--- config.mk ---
export PLATFORM = sky130hd
export DESIGN_NAME = spi_share_ctrl_flat
export DESIGN_NICKNAME = d
export VERILOG_FILES = /design/src/rtl/spi_share_ctrl_pkg.sv /design/src/rtl/spi_share_ctrl_if.sv /design/src/rtl/spi_share_ctrl_rr_pick.sv /design/src/rtl/spi_share_ctrl.sv /design/src/flat_wrapper.sv
export SDC_FILE = /design/constraint.sdc
export NUM_CORES = 1
export LEC_CHECK = 0
export ABC_AREA = 1
export BUFFER_PORTS_ARGS = -buffer_cell sky130_fd_sc_hd__buf_2
export CORE_ASPECT_RATIO = 1.75
export CORE_MARGIN = 2
export CORE_UTILIZATION = 29
export CTS_BUF_LIST = sky130_fd_sc_hd__clkbuf_16
export DETAILED_ROUTE_END_ITERATION = 7
export GPL_TIMING_DRIVEN = 0
export PLACE_DENSITY = 0.66
export SETUP_SLACK_MARGIN = 0.05
export SYNTH_ARGS = -nofsm -noshare
export SYNTH_HDL_FRONTEND = slang
export SYNTH_SLANG_ARGS = --single-unit
--- constraint.sdc ---
create_clock -name sys_clk -period 2.8 [get_ports sys_clk]
set_clock_uncertainty 0.05 [all_clocks]
set_input_delay 0.42 -clock sys_clk [delete_from_list [all_inputs] [get_ports sys_clk]]
set_output_delay 0.42 -clock sys_clk [all_outputs]
set_load 0.03 [all_outputs]
--- src/rtl/spi_share_ctrl_pkg.sv ---
// Shared types and helpers for the SPI sharing controller: FSM state encoding,
// default word width and a constant-function log2 used to size the pointer and counter.
package spi_pkg;

    localparam int unsigned DEFAULT_W = 16;

    typedef enum logic [2:0] {
        StIdle,
        StStart,
        StWaitLo,
        StWaitHi,
        StDone
    } state_e;

    function automatic int unsigned clog2(input int unsigned n);
        int unsigned r;
        int unsigned v;
        r = 0;
        v = 1;
        while (v < n) begin
            v = v << 1;
            r++;
        end
        return r;
    endfunction

endpackage

--- src/rtl/spi_share_ctrl_if.sv ---
// Bundle of the client request/response lines and the simple_spi engine lines.
// The controller uses the slave view; clients plus the engine form the master view.
interface spi_share_ctrl_if #(
    parameter int unsigned NREQ = 4,
    parameter int unsigned W    = 16
);
    logic [NREQ-1:0]       req;
    logic [NREQ*W-1:0]     req_data;
    logic [NREQ*(W+1)-1:0] req_size;
    logic [NREQ-1:0]       gnt;
    logic [NREQ-1:0]       rsp_valid;
    logic [W-1:0]          rsp_data;
    logic                  rsp_err;
    logic                  busy;
    logic                  spi_t_begin;
    logic [W-1:0]          spi_data_in;
    logic [W:0]            spi_t_size;
    logic                  spi_cs;
    logic [W-1:0]          spi_data_out;

    modport slave (
        input  req, req_data, req_size, spi_cs, spi_data_out,
        output gnt, rsp_valid, rsp_data, rsp_err, busy, spi_t_begin, spi_data_in, spi_t_size
    );

    modport master (
        output req, req_data, req_size, spi_cs, spi_data_out,
        input  gnt, rsp_valid, rsp_data, rsp_err, busy, spi_t_begin, spi_data_in, spi_t_size
    );

endinterface

--- src/rtl/spi_share_ctrl_rr_pick.sv ---
// Combinational round-robin picker: first set request bit scanning from ptr upward,
// wrapping at NREQ. Returns one-hot and index of the winner plus an any-request flag.
module rr_pick #(
    parameter int unsigned NREQ = 4,
    parameter int unsigned PW   = 2
) (
    input  logic [NREQ-1:0] req,
    input  logic [PW-1:0]   ptr,
    output logic [NREQ-1:0] onehot,
    output logic [PW-1:0]   idx,
    output logic            any
);

    logic [PW-1:0] pos;

    always_comb begin
        onehot = '0;
        idx    = '0;
        any    = 1'b0;
        pos    = '0;
        for (int unsigned k = 0; k < NREQ; k++) begin
            pos = PW'((32'(ptr) + k) % NREQ);
            if (!any && req[pos]) begin
                any         = 1'b1;
                onehot[pos] = 1'b1;
                idx         = pos;
            end
        end
    end

endmodule

--- src/rtl/spi_share_ctrl.sv ---
// Round-robin controller sharing one simple_spi engine between NREQ clients:
// grants a requester, launches the engine, tracks its cs and returns the received word.
module spi_share_ctrl
    import spi_pkg::*;
#(
    parameter int unsigned NREQ      = 4,
    parameter int unsigned W         = DEFAULT_W,
    parameter int unsigned START_CYC = 2,
    parameter int unsigned TMO       = 1023
) (
    input logic             sys_clk,
    input logic             rst,
    spi_share_ctrl_if.slave bus
);

    localparam int unsigned PW   = (clog2(NREQ) > 0) ? clog2(NREQ) : 1;
    localparam int unsigned CMAX = (TMO > START_CYC) ? TMO : START_CYC;
    localparam int unsigned CW   = clog2(CMAX + 1);

    state_e          state_q, state_d;
    logic [PW-1:0]   ptr_q, ptr_d;
    logic [NREQ-1:0] win_q, win_d;
    logic [CW-1:0]   cnt_q, cnt_d;
    logic            err_q, err_d;
    logic [NREQ-1:0] gnt_q, gnt_d;
    logic [NREQ-1:0] rsp_valid_q, rsp_valid_d;
    logic [W-1:0]    rsp_data_q, rsp_data_d;
    logic            rsp_err_q, rsp_err_d;
    logic            t_begin_q, t_begin_d;
    logic [W-1:0]    data_in_q, data_in_d;
    logic [W:0]      t_size_q, t_size_d;

    logic [NREQ-1:0] pick_onehot;
    logic [PW-1:0]   pick_idx;
    logic            pick_any;
    logic [W-1:0]    sel_data;
    logic [W:0]      sel_size;

    rr_pick #(
        .NREQ (NREQ),
        .PW   (PW)
    ) u_pick (
        .req    (bus.req),
        .ptr    (ptr_q),
        .onehot (pick_onehot),
        .idx    (pick_idx),
        .any    (pick_any)
    );

    always_comb begin
        sel_data = '0;
        sel_size = '0;
        for (int unsigned i = 0; i < NREQ; i++) begin
            if (pick_onehot[i]) begin
                sel_data = bus.req_data[i*W +: W];
                sel_size = bus.req_size[i*(W+1) +: W+1];
            end
        end
    end

    always_comb begin
        state_d     = state_q;
        ptr_d       = ptr_q;
        win_d       = win_q;
        cnt_d       = cnt_q;
        err_d       = err_q;
        gnt_d       = '0;
        rsp_valid_d = '0;
        rsp_err_d   = 1'b0;
        rsp_data_d  = rsp_data_q;
        t_begin_d   = t_begin_q;
        data_in_d   = data_in_q;
        t_size_d    = t_size_q;
        unique case (state_q)
            StIdle: begin
                if (pick_any) begin
                    gnt_d     = pick_onehot;
                    win_d     = pick_onehot;
                    ptr_d     = (pick_idx == PW'(NREQ - 1)) ? '0 : pick_idx + PW'(1);
                    data_in_d = sel_data;
                    t_size_d  = (sel_size > (W+1)'(W)) ? (W+1)'(W) : sel_size;
                    err_d     = 1'b0;
                    cnt_d     = '0;
                    // A zero-length request never touches the engine.
                    if (sel_size == '0) begin
                        state_d = StDone;
                    end else begin
                        state_d   = StStart;
                        t_begin_d = 1'b1;
                    end
                end
            end
            StStart: begin
                if (cnt_q == CW'(START_CYC - 1)) begin
                    state_d   = StWaitLo;
                    t_begin_d = 1'b0;
                    cnt_d     = '0;
                end else begin
                    cnt_d = cnt_q + CW'(1);
                end
            end
            StWaitLo: begin
                if (!bus.spi_cs) begin
                    state_d = StWaitHi;
                    cnt_d   = '0;
                end else if (cnt_q == CW'(TMO)) begin
                    state_d = StDone;
                    err_d   = 1'b1;
                end else begin
                    cnt_d = cnt_q + CW'(1);
                end
            end
            StWaitHi: begin
                if (bus.spi_cs) begin
                    state_d = StDone;
                end else if (cnt_q == CW'(TMO)) begin
                    state_d = StDone;
                    err_d   = 1'b1;
                end else begin
                    cnt_d = cnt_q + CW'(1);
                end
            end
            StDone: begin
                rsp_valid_d = win_q;
                rsp_err_d   = err_q;
                if (t_size_q != '0) begin
                    rsp_data_d = bus.spi_data_out;
                end
                err_d   = 1'b0;
                state_d = StIdle;
            end
            default: state_d = StIdle;
        endcase
    end

    always_ff @(posedge sys_clk or posedge rst) begin
        if (rst) begin
            state_q     <= StIdle;
            ptr_q       <= '0;
            win_q       <= '0;
            cnt_q       <= '0;
            err_q       <= 1'b0;
            gnt_q       <= '0;
            rsp_valid_q <= '0;
            rsp_data_q  <= '0;
            rsp_err_q   <= 1'b0;
            t_begin_q   <= 1'b0;
            data_in_q   <= '0;
            t_size_q    <= '0;
        end else begin
            state_q     <= state_d;
            ptr_q       <= ptr_d;
            win_q       <= win_d;
            cnt_q       <= cnt_d;
            err_q       <= err_d;
            gnt_q       <= gnt_d;
            rsp_valid_q <= rsp_valid_d;
            rsp_data_q  <= rsp_data_d;
            rsp_err_q   <= rsp_err_d;
            t_begin_q   <= t_begin_d;
            data_in_q   <= data_in_d;
            t_size_q    <= t_size_d;
        end
    end

    assign bus.gnt         = gnt_q;
    assign bus.rsp_valid   = rsp_valid_q;
    assign bus.rsp_data    = rsp_data_q;
    assign bus.rsp_err     = rsp_err_q;
    assign bus.busy        = (state_q != StIdle);
    assign bus.spi_t_begin = t_begin_q;
    assign bus.spi_data_in = data_in_q;
    assign bus.spi_t_size  = t_size_q;

endmodule

--- src/flat_wrapper.sv ---
// flat-port wrapper written by rule: the top's interface ports become plain ports
module spi_share_ctrl_flat import spi_pkg::*;
#(
    parameter int unsigned NREQ      = 4,
    parameter int unsigned W         = DEFAULT_W,
    parameter int unsigned START_CYC = 2,
    parameter int unsigned TMO       = 1023
)
  (sys_clk, rst, bus_req, bus_req_data, bus_req_size, bus_spi_cs, bus_spi_data_out, bus_gnt, bus_rsp_valid, bus_rsp_data, bus_rsp_err, bus_busy, bus_spi_t_begin, bus_spi_data_in, bus_spi_t_size);
  spi_share_ctrl_if #(.NREQ(NREQ), .W(W)) bus_i ();
  input logic sys_clk;
  input logic rst;
  input wire logic [$bits(bus_i.req)-1:0] bus_req;
  input wire logic [$bits(bus_i.req_data)-1:0] bus_req_data;
  input wire logic [$bits(bus_i.req_size)-1:0] bus_req_size;
  input wire logic [$bits(bus_i.spi_cs)-1:0] bus_spi_cs;
  input wire logic [$bits(bus_i.spi_data_out)-1:0] bus_spi_data_out;
  output wire logic [$bits(bus_i.gnt)-1:0] bus_gnt;
  output wire logic [$bits(bus_i.rsp_valid)-1:0] bus_rsp_valid;
  output wire logic [$bits(bus_i.rsp_data)-1:0] bus_rsp_data;
  output wire logic [$bits(bus_i.rsp_err)-1:0] bus_rsp_err;
  output wire logic [$bits(bus_i.busy)-1:0] bus_busy;
  output wire logic [$bits(bus_i.spi_t_begin)-1:0] bus_spi_t_begin;
  output wire logic [$bits(bus_i.spi_data_in)-1:0] bus_spi_data_in;
  output wire logic [$bits(bus_i.spi_t_size)-1:0] bus_spi_t_size;
  assign bus_i.req = bus_req;
  assign bus_i.req_data = bus_req_data;
  assign bus_i.req_size = bus_req_size;
  assign bus_i.spi_cs = bus_spi_cs;
  assign bus_i.spi_data_out = bus_spi_data_out;
  assign bus_gnt = bus_i.gnt;
  assign bus_rsp_valid = bus_i.rsp_valid;
  assign bus_rsp_data = bus_i.rsp_data;
  assign bus_rsp_err = bus_i.rsp_err;
  assign bus_busy = bus_i.busy;
  assign bus_spi_t_begin = bus_i.spi_t_begin;
  assign bus_spi_data_in = bus_i.spi_data_in;
  assign bus_spi_t_size = bus_i.spi_t_size;
  spi_share_ctrl #(.NREQ(NREQ), .W(W), .START_CYC(START_CYC), .TMO(TMO)) u_core (.sys_clk(sys_clk), .rst(rst), .bus(bus_i));
endmodule
==> metrics.txt, run 1 <==
area leader, netlist=dfrtp_1; Mapped Cells=631; DRC Markers=0; critical path peak fanout=10; nets@finish=roughly 1.1k; Vias=5277; register bit total from synthesis=79; WS Path Type=flop to flop; total grt overflow=0; status=finished, violations left; post-route cell area=~0.007 sq mm; I/O Pins=between 200 and 250; synth top area cells=dfrtp_1 40%, nand2_1 13%, o211ai_1 5.4%; met1 Track Usage GR=19.3%; sequential share of the synthesized area=between 40% and 50%; fraction of registers with async set/reset=between 90% and 100%; clock slew at reported path FFs=around 0.06 ns; synthesized area=0.00490 sq mm; dpl hpwl=between 10000 and 15000 microns; total wire length=about 16000 microns; Die X-Extent=102 microns; CP required=about 3 ns; period utilization=102%; largest net degree at the start of global routing=64; worst slew pin tran=~0.66 ns; Final Hold Fails=0; die area=approximately 0.018 sq mm; H-tree depth=3; Hold WS=roughly 0.26 ns; setup slack after layout=-0.0506 ns; die span in y=roughly 180 microns; failing checks=negative setup slack; Primary FF master, synth=dfrtp_1; core area=0.0164 sq mm; GRT Overall Usage=18.2%; setup TNS=-0.234 ns; I/O Buffers=roughly 210; clk sinks=between 70 and 80; syn avg cell area=about 7.8 sq um; Syn. warnings=0; global routing's busiest layer=met2; Max-slew headroom=55.8%; ANT cells=0; Final min period=2.85 ns; Root Driver=clkbuf_16; DRT Pass-1 Iters=4; CTS tree=built; GRT met3 Usage=approximately 3.8%; Placed Instance Area=approximately 0.0063 sq mm; worst skew pair latency=between 0.3 and 0.4 ns; Worst setup SP type=flop; Slew Viols, Final=0; Fmax=approximately 0.35 GHz; final core utilization=a little over two fifths; global-route wire length before repair=25600 microns; Clock Path Buffers=2; peak supply drop=between 0.2 and 0.3 mV; row cnt=62; global routing met2 resource utilization=about a third; post-DR vias/cell=4.72; overall power=around 2.7 mW; ratio of cells with drive above 1 in the final layout=between 40% and 50%; WL/cell=approximately 15 microns; unrepaired setup endpoints after global routing=true; Syn-to-layout area delta=46.8%; leak pwr=3.73 nW; HP Class=input port to flop; Routed Antenna Nets=0; Synth top cells by count=176 x nand2_1, 79 x dfrtp_1, 65 x inv_1, 48 x nor2_1, 35 x o211ai_1; TritonCTS Buffers=9; initial antenna violation count=1; GP Congestion=between 0.8 and 0.9; Max Cap Violations=0; vias in the first global route=between 5k and 6k; WP data arrival=approximately 3.1 ns; Setup crit end kind=flop; net count after synthesis=around 790; drt initial violations=172; top-area cell type share of the netlist area=between 40% and 50%; Cell variety after synth=44; EDFF count, synth=0; Final setup viols=8; pwr/cell area=380 mW/mm^2; count leader, synth=nand2_1; Starting Density=roughly 30%
flip-flops by register name (all words and copies together), names as in the netlist, named ones only:
name	flops
u_core.bus.spi_data_in	16
u_core.err_q	1
u_core.bus.spi_t_size	17
u_core.ptr_q	1
u_core.bus.rsp_valid	4
u_core.cnt_q	10
u_core.state_q	3
u_core.win_q	4
u_core.bus.gnt	4
u_core.bus.rsp_data	16
u_core.bus.rsp_err	1
u_core.bus.spi_t_begin	1
stage by stage:
| step | worst slack [ns] | std cells |
|---|---|---|
| floorplan | 0.0560 | 631 |
| global placement | -0.710 | 1069 |
| detailed placement | -0.617 | 1070 |
| CTS | -0.0530 | 1117 |
| global route | -0.204 | 1119 |
| finish | -0.0506 | 1119 |
cells by family after synthesis:
kind of cell | count (synthesis) | synth area share [%]
DFF | 79 | 40.3
adders and majority gates | 8 | 2.04
and+or+nand+nor | 290 | 26.5
xor gates and xnor gates | 3 | 0.536
muxes | 16 | 3.68
AOI/OAI and AO/OA | 135 | 18.1
buffers and inverters | 100 | 8.84
area by class of cell:
class,count,area (sq um)
tap,224,280
sequential,79,1980
buffer,26,188
multi-input combinational,452,2770
clock inverter,7,57.6
timing repair buffer,248,1380
clock buffer,9,225
inverter,74,312
fill,1760,9250
cells in the final DEF (no fill, tap or decap), types with 9 or more instances in the layout:
master / instances
a21oi_1: 26
a22oi_2: 17
buf_2: 218
buf_4: 26
buf_6: 14
clkbuf_1: 9
clkbuf_16: 9
dfrtp_1: 77
inv_1: 66
mux2_2: 16
nand2_1: 155
nand2_2: 22
nand3_1: 21
nor2_1: 44
o211ai_1: 35
o21a_1: 9
o21ai_0: 16
critical path: stages, from the launching register on:
cell and delay (ns):
dfrtp_2 0.41, buf_6 0.14, buf_4 0.13, nand2_2 0.06, nand2_2 0.07, nand2_4 0.09, nand2_8 0.08, buf_4 0.15
a22oi_2 0.22, nand3_4 0.14, buf_4 0.20, a21oi_1 0.16, nand2_1 0.08, nand2_1 0.05, nand2_1 0.06, nor2_2 0.12
nand2_2 0.08, nor2_4 0.16, buf_12 0.13, nand3_1 0.07, o21ai_1 0.13
where the power goes:
part,internal (mW),switching [mW]
clock,0.675,0.433
sequential,1.15,0.00467
combinational,0.213,0.257
total,2.04,0.694
final timing paths:
| path | endpoint | startpoint | depth (start not counted) | slack (ns) |
|---|---|---|---|---|
| min reg2reg | u_core.bus.spi_t_begin$_DFFE_PP0P_ | u_core.bus.spi_t_begin$_DFFE_PP0P_ | 2 | 0.42 |
| max in group asynchronous | async pin | rst | 4 | 1.59 |
| max reg2reg | u_core.bus.spi_t_size[3]$_DFFE_PP0P_ | flop | 20 | -0.05 |
| min | u_core.bus.spi_data_in[13]$_DFFE_PP0P_ | bus_req_data[61] | 3 | 0.26 |
| max | u_core.bus.spi_t_size[3]$_DFFE_PP0P_ | flop | 20 | -0.05 |
| min in group asynchronous | u_core.cnt_q[3]$_DFFE_PP0P_ | rst | 3 | 0.53 |
repair_timing:
| item | CTS | global route |
|---|---|---|
| hold endpoints to repair | 16 | 0 |
| buffers inserted | 28 | 2 |
| hold buffers | 1 | 0 |
| gates resized for setup | 67 | 41 |
| pin swaps | 31 | 27 |
| cloned | 3 | 0 |
| endpoints found under the setup margin | 37 | 35 |
layer usage:
| layer | vias up | share of wire [%] | wire length [microns] |
|---|---|---|---|
| met2 | 194 | 55 | 8960 |
| met4 | 2 | 3.7 | 606 |
| met3 | 39 | 4.6 | 758 |
| met1 | 2422 | 37 | 6090 |
| li1 | 2620 | - | - |
| met5 | - | 0.079 | 13 |
(Power assumes the default switching activity.)
==> run 2, diff against run 1 <==
--- a/config.mk
+++ b/config.mk
@@ -5,16 +5,17 @@
 export SDC_FILE = /design/constraint.sdc
 export NUM_CORES = 1
 export LEC_CHECK = 0
-export ABC_AREA = 1
 export BUFFER_PORTS_ARGS = -buffer_cell sky130_fd_sc_hd__buf_2
 export CORE_ASPECT_RATIO = 1.75
 export CORE_MARGIN = 2
 export CORE_UTILIZATION = 29
 export CTS_BUF_LIST = sky130_fd_sc_hd__clkbuf_16
+export CTS_CLUSTER_SIZE = 8
 export DETAILED_ROUTE_END_ITERATION = 7
 export GPL_TIMING_DRIVEN = 0
 export PLACE_DENSITY = 0.66
 export SETUP_SLACK_MARGIN = 0.05
+export SKIP_LAST_GASP = 1
 export SYNTH_ARGS = -nofsm -noshare
 export SYNTH_HDL_FRONTEND = slang
 export SYNTH_SLANG_ARGS = --single-unit
==> metrics.txt, run 2 <==
CTS tree=built; top-area cell type share of the netlist area=39.7% (-0.67 points); period utilization=134% (+32 points); fin cells=1052 (-6.0%); clock slew at reported path FFs=0.06 ns (about the same); GRT Overall Usage=19.4% (+1.2 points); leak pwr=3.73 nW (about the same); DRT Pass-1 Iters=5 (+1); WP data arrival=3.91 ns (+0.85 ns); Net Sw Frac=29.8% (+4.4 points); peak supply drop=0.308 mV (+21%); max reg flops=17 (unchanged); CP top delay family=simple AND/OR/NAND/NOR gates; Slew Viols, Final=0 (unchanged); Max stage delay on crit path=0.61 ns (+0.20 ns); Mapped Cells=557 (-12%); fraction of registers with async set/reset=100% (unchanged); global-route wire length before repair=27600 microns (+8.1%); fill count=1691 (-3.9%); Cell variety after synth=68 (+55%); Clk network pwr share=36.0% (-4.5 points); Max-slew headroom=59.9% (+4.2 points); failing checks=negative setup slack; dpl hpwl=13800 microns (+8.2%); syn avg cell area=8.94 sq um (+15%); Syn. warnings=0 (unchanged); worst slew pin tran=0.599 ns (-0.0620 ns); net count after synthesis=720 (-9.3%); Max Cap Violations=0 (unchanged); overall power=3.48 mW (+27%); core area=0.0169 sq mm (+2.6%); WL/cell=17.6 microns (+20%); Final setup viols=27 (+19); total wire length=18500 microns (+13%); sequential share of the synthesized area=39.7% (-0.67 points); status=finished, violations left; most common cell after layout, fill and taps aside=buf_2; switching power=1.04 mW (+49%); H-tree depth=3 (unchanged); Placement Setup Slack=-1.81 ns (-1.19 ns); post-DR vias/cell=5.20 (+10%); row cnt=63 (+1.6%); count leader, synth=dfrtp_1; Root Driver=clkbuf_16; synthesized area=0.00498 sq mm (+1.7%); nets@finish=981 (-6.8%); synth top area cells=dfrtp_1 40%, a221oi_1 4.7%, nand2_1 3.8%; setup slack after layout=-0.942 ns (-0.891 ns); most frequent cells in the layout=218 x buf_2, 77 x dfrtp_1, 51 x nand2_1; Clock Path Buffers=2 (unchanged); total grt overflow=0 (unchanged); Fmax=0.267 GHz (-24%); I/O Pins=215 (unchanged); Crit path buffers/inverters=3 (-2); Worst setup SP type=flop; I/O Buffers=214 (unchanged); drt initial violations=212 (+23%); register bit total from synthesis=79 (unchanged); FF+latch area=0.00198 sq mm (unchanged); initial antenna violation count=3 (+2); die span in y=177 microns (+0.82%); Routed Antenna Nets=0 (unchanged); vias in the first global route=5364 (-0.30%); CP cell instances=buf_8 > inv_8 > ha_4 > mux4_2 > nand2_4 > a21oi_4 > or4_4 > buf_16 > a221oi_1 > o22ai_2 > nor4_4 > nand3_2 > o31a_1; worst skew pair latency=0.33 ns (about the same); DRC Markers=0 (unchanged); HP Class=input port to async pin; Vias=5472 (+3.7%); pwr/cell area=448 mW/mm^2 (+18%); CP required=2.96 ns (-0.05 ns); clk sinks=79 (unchanged); Die X-Extent=103 microns (+0.81%); GP Congestion=0.975 (+16%); unrepaired setup endpoints after global routing=true; Setup crit end kind=flop; Synth top cells by count=79 x dfrtp_1, 51 x nand2_1, 44 x nor2_1, 38 x o21ai_0, 32 x a21oi_1; internal power=2.44 mW (+20%); flop2flop setup slack=-0.94 ns (-0.89 ns); TritonCTS Buffers=9 (unchanged); slowest CP cell=or4_4; WS Path Type=flop to flop; ratio of cells with drive above 1 in the final layout=47.1% (+4.1 points); Final Hold Fails=0 (unchanged); Hold WS=0.0489 ns (-0.214 ns); largest net degree at the start of global routing=47 (-27%); Combinational Power Share=30.6% (+13 points); part of the power in registers=33.4% (-8.9 points); Syn-to-layout area delta=55.7%; EDFF count, synth=0 (unchanged); area leader, netlist=dfrtp_1; dpl cells=999 (-6.6%); area of the multi-input gates=0.00333 sq mm (+20%); Primary FF master, synth=dfrtp_1; critical path peak fanout=7 (-3); die area=0.0183 sq mm (+1.6%); Post-CTS Hold Buffers=0 (-1); Starting Density=29.5% (-0.26 points); Final min period=3.74 ns (+0.891 ns)
[run 2: cell types whose count changed after synthesis, moves of 16 or more]
cell | previous run | this run
and3_1 | 0 | 16
o211ai_1 | 35 | 2
nor3_1 | 2 | 24
inv_1 | 65 | 21
o21ai_0 | 16 | 38
a22oi_1 | 20 | 1
and2_1 | 0 | 18
nand2_1 | 176 | 51
a221oi_1 | 0 | 27
[run 2: cell families after synthesis]
| kind of cell | share of synthesized area [%] |
|---|---|
| and+or+nand+nor | 21.2 |
| AOI/OAI and AO/OA | 24.5 |
| DFF | 39.7 |
| buffers and inverters | 5.20 |
| muxes | 6.86 |
| adders and majority gates | 2.21 |
| xor gates and xnor gates | 0.352 |
[run 2: power by group through the flow]
stage               Clock, mW  Sequential, mW  Combinational (mW)
floorplan                   0            1.21               0.497
global placement            0            1.18               0.772
detailed placement          0            1.18               0.782
CTS                      1.27            1.16               0.944
global route             1.31            1.16                1.14
finish                   1.25            1.16                1.07
[run 2: per-stage QoR]
step	util, %	area, sq um	TNS (ns)
final	46.0	7760	-19.17
after global routing	46.0	7760	-22.63
after CTS	44.2	7450	-21.80
after detailed placement	39.2	6610	-39.61
after global placement	39.0	6580	-87.53
after floorplan	-	5230	-13.07
[run 2: worst reg2reg max path: cells and delay by family, from the launching register on]
kind | cells | cell delay (ns)
AND/OR/NAND/NOR | 4 | 1.22
flip-flops | 1 | 0.40
AO/OA/AOI/OAI | 4 | 0.75
adder cells (fa/ha/maj) | 1 | 0.27
multiplexers | 1 | 0.59
buffers and inverters | 3 | 0.33
[run 2: final timing paths]
path                                              from                                 end  depth (start not counted)
setup / recovery                                  flop  u_core.bus.spi_t_begin$_DFFE_PP0P_                         13
hold / removal                                     rst         u_core.bus.gnt[2]$_DFF_PP0_                          2
setup reg to reg                                  flop  u_core.bus.spi_t_begin$_DFFE_PP0P_                         13
hold reg to reg            u_core.win_q[1]$_DFFE_PP0P_         u_core.win_q[1]$_DFFE_PP0P_                          1
max in group asynchronous                          rst  u_core.bus.rsp_data[4]$_DFFE_PP0P_                          3
min in group sys_clk               bus_spi_data_out[9]  u_core.bus.rsp_data[9]$_DFFE_PP0P_                          2
[run 2: metal layers]
metal | vias up | global-route usage (%) | share of wire [%]
met3 | 40 | 2.09 | 3.7
li1 | 2602 | - | -
met4 | 0 | 8.39 | 3.0
met1 | 2648 | 22.3 | 38
met5 | - | 0 | 0
met2 | 182 | 35.4 | 55
[run 2: repair_timing]
| action | in CTS | in global routing |
|---|---|---|
| gates cloned | 3 | 0 |
| pin swaps | 16 | 15 |
| setup endpoints to repair | 34 | 43 |
| gates resized for setup | 74 | 54 |
| setup buffers | 21 | 14 |
[run 2: final cells by class]
class / count / area share (%)
sequential: 79 / 25.5
timing repair buffer: 250 / 18.6
buffer: 38 / 3.98
antenna: 3 / 0.0968
inverter: 21 / 1.18
clock buffer: 9 / 2.90
tap: 227 / 3.66
clock inverter: 6 / 1.19
multi-input combinational: 419 / 42.9
==> run 3, diff against run 2 <==
--- a/config.mk
+++ b/config.mk
@@ -13,7 +13,6 @@
 export CTS_CLUSTER_SIZE = 8
 export DETAILED_ROUTE_END_ITERATION = 7
 export GPL_TIMING_DRIVEN = 0
-export PLACE_DENSITY = 0.66
 export SETUP_SLACK_MARGIN = 0.05
 export SKIP_LAST_GASP = 1
 export SYNTH_ARGS = -nofsm -noshare
==> metrics.txt, run 3 (synthesis gave the netlist of run 2 again) <==
status=finished, violations left; dpl hpwl=13400 microns (-3.3%); clock slew at reported path FFs=0.07 ns (about the same); Final min period=3.80 ns (+0.0597 ns); period utilization=136% (+2.1 points); Hold WS=0.252 ns (+0.203 ns); post-DR vias/cell=5.09 (-2.1%); I/O Buffers=214 (unchanged); Setup crit end kind=flop; Worst setup SP type=flop; fin cells=1042 (-0.95%); WL/cell=16.7 microns (-5.0%); failing checks=negative setup slack; CP top delay family=compound AO/OA/AOI/OAI gates; Starting Density=29.5% (unchanged); Final Hold Fails=0 (unchanged); TritonCTS Buffers=9 (unchanged); Routed Antenna Nets=0 (unchanged); Slew Viols, Final=0 (unchanged); leak pwr=3.72 nW (-0.34%); flop2flop setup slack=-1.00 ns (-0.06 ns); DRT Pass-1 Iters=4 (-1); dpl cells=999 (unchanged); GRT Overall Usage=19.3% (-0.072 points); Max-slew headroom=59.9% (-0.075 points); Root Driver=clkbuf_16; most frequent cells in the layout=218 x buf_2, 77 x dfrtp_1, 51 x nand2_1; Max stage delay on crit path=0.61 ns (about the same); setup slack after layout=-1.00 ns (-0.0597 ns); peak supply drop=0.246 mV (-20%); worst r2r dst=u_core.bus.spi_t_begin$_DFFE_PP0P_; Final setup viols=27 (unchanged); Fmax=0.263 GHz (-1.6%); Crit path buffers/inverters=3 (unchanged); global-route wire length before repair=27500 microns (-0.52%); die area=0.0183 sq mm (unchanged); worst slew pin tran=0.602 ns (+0.00334 ns); row cnt=63 (unchanged); total grt overflow=0 (unchanged); slowest CP cell=mux4_2; Die X-Extent=103 microns (unchanged); initial antenna violation count=2 (-1); WP data arrival=3.99 ns (+0.08 ns); crit path capture=u_core.bus.spi_t_begin$_DFFE_PP0P_; core area=0.0169 sq mm (unchanged); die span in y=177 microns (unchanged); CP required=2.99 ns (+0.03 ns); HP Start=bus_spi_data_out[2]; max reg flops=17 (unchanged); unrepaired setup endpoints after global routing=true; H-tree depth=3 (unchanged); worst skew pair latency=0.35 ns (+0.02 ns); cell depth of the worst setup path=13 (unchanged); largest net degree at the start of global routing=65 (+38%); GP Congestion=0.902 (-7.5%); CTS tree=built; HP Class=input port to flop; CP cell instances=buf_8 > inv_6 > ha_4 > mux4_2 > nand2_4 > a21oi_4 > or4_4 > buf_12 > a221oi_4 > a41oi_2 > o31ai_4 > nand3_2 > o31a_1; critical path peak fanout=7 (unchanged); Vias=5306 (-3.0%); nets@finish=971 (-1.0%); Max Cap Violations=0 (unchanged); Syn-to-layout area delta=53.1%; most common cell after layout, fill and taps aside=buf_2; WS Path Type=flop to flop; R2R cell count=13 (unchanged); ratio of cells with drive above 1 in the final layout=46.0% (-1.1 points); total wire length=17400 microns (-5.9%); pwr/cell area=441 mW/mm^2 (-1.6%); DRC Markers=0 (unchanged); drt initial violations=186 (-12%); I/O Pins=215 (unchanged); Clock Path Buffers=2 (unchanged); vias in the first global route=5472 (+2.0%); clk sinks=79 (unchanged)
[run 3: cell count changes in the layout (fill, tap and decap cells not counted), sizes merged]
cell         delta
clkinv          +3
clkinvlp        -1
buf            -10
dlygate4sd3     +1
bufinv          -1
clkbuf          -1
diode           -1
[run 3: report_power, final]
group	internal (mW)	total (mW)	switching, mW
registers	1.15	1.16	0.00574
clock network	0.701	1.20	0.498
logic	0.478	1.01	0.529
total	2.33	3.37	1.03
[run 3: final cells by class]
type	instances	area, sq um
multi-input combinational	419	3290
inverter	21	88.8
clock buffer	9	225
sequential	79	1980
antenna	2	5.00
fill	1757	9240
timing repair buffer	240	1380
tap	227	284
clock inverter	7	80.1
buffer	38	299
[run 3: how the worst min path moves through the flow]
stage               slack [ns]  cells past startpoint                                  to
global placement          0.40                      1         u_core.win_q[0]$_DFFE_PP0P_
detailed placement        0.32                      2  u_core.bus.rsp_data[9]$_DFFE_PP0P_
CTS                       0.24                      2  u_core.bus.rsp_data[2]$_DFFE_PP0P_
global route              0.25                      2  u_core.bus.rsp_data[2]$_DFFE_PP0P_
floorplan                 0.39                      1         u_core.win_q[0]$_DFFE_PP0P_
finish                    0.25                      2  u_core.bus.rsp_data[2]$_DFFE_PP0P_
[run 3: through the flow]
stage	setup slack, ns	total power [mW]	util (%)	TNS [ns]	cell area, sq um
2_1_floorplan	-0.756	1.70	-	-13.07	5230
3_3_place_gp	-1.73	1.94	39.0	-98.10	6580
3_5_place_dp	-1.78	1.96	39.2	-39.14	6610
4_1_cts	-1.08	3.32	44.0	-20.51	7420
5_1_grt	-1.17	3.52	45.2	-23.81	7630
6_report	-1.00	3.37	45.2	-20.27	7630
[run 3: timing repair]
action | in CTS | in global routing
hold endpoints to repair | 15 | 0
gates cloned | 2 | 0
pin swaps | 18 | 17
endpoints found under the setup margin | 47 | 33
setup buffers | 17 | 5
gates resized for setup | 67 | 41
hold buffers | 1 | 0
[run 3: per-layer routing]
| layer | track usage (%) | wire length [microns] | share of wire [%] | vias to the layer above |
|---|---|---|---|---|
| li1 | - | - | - | 2584 |
| met1 | 21.2 | 6460 | 37 | 2512 |
| met2 | 35.5 | 9580 | 55 | 164 |
| met3 | 2.88 | 643 | 3.7 | 46 |
| met4 | 8.88 | 721 | 4.1 | 0 |
| met5 | 0 | 0 | 0 | - |
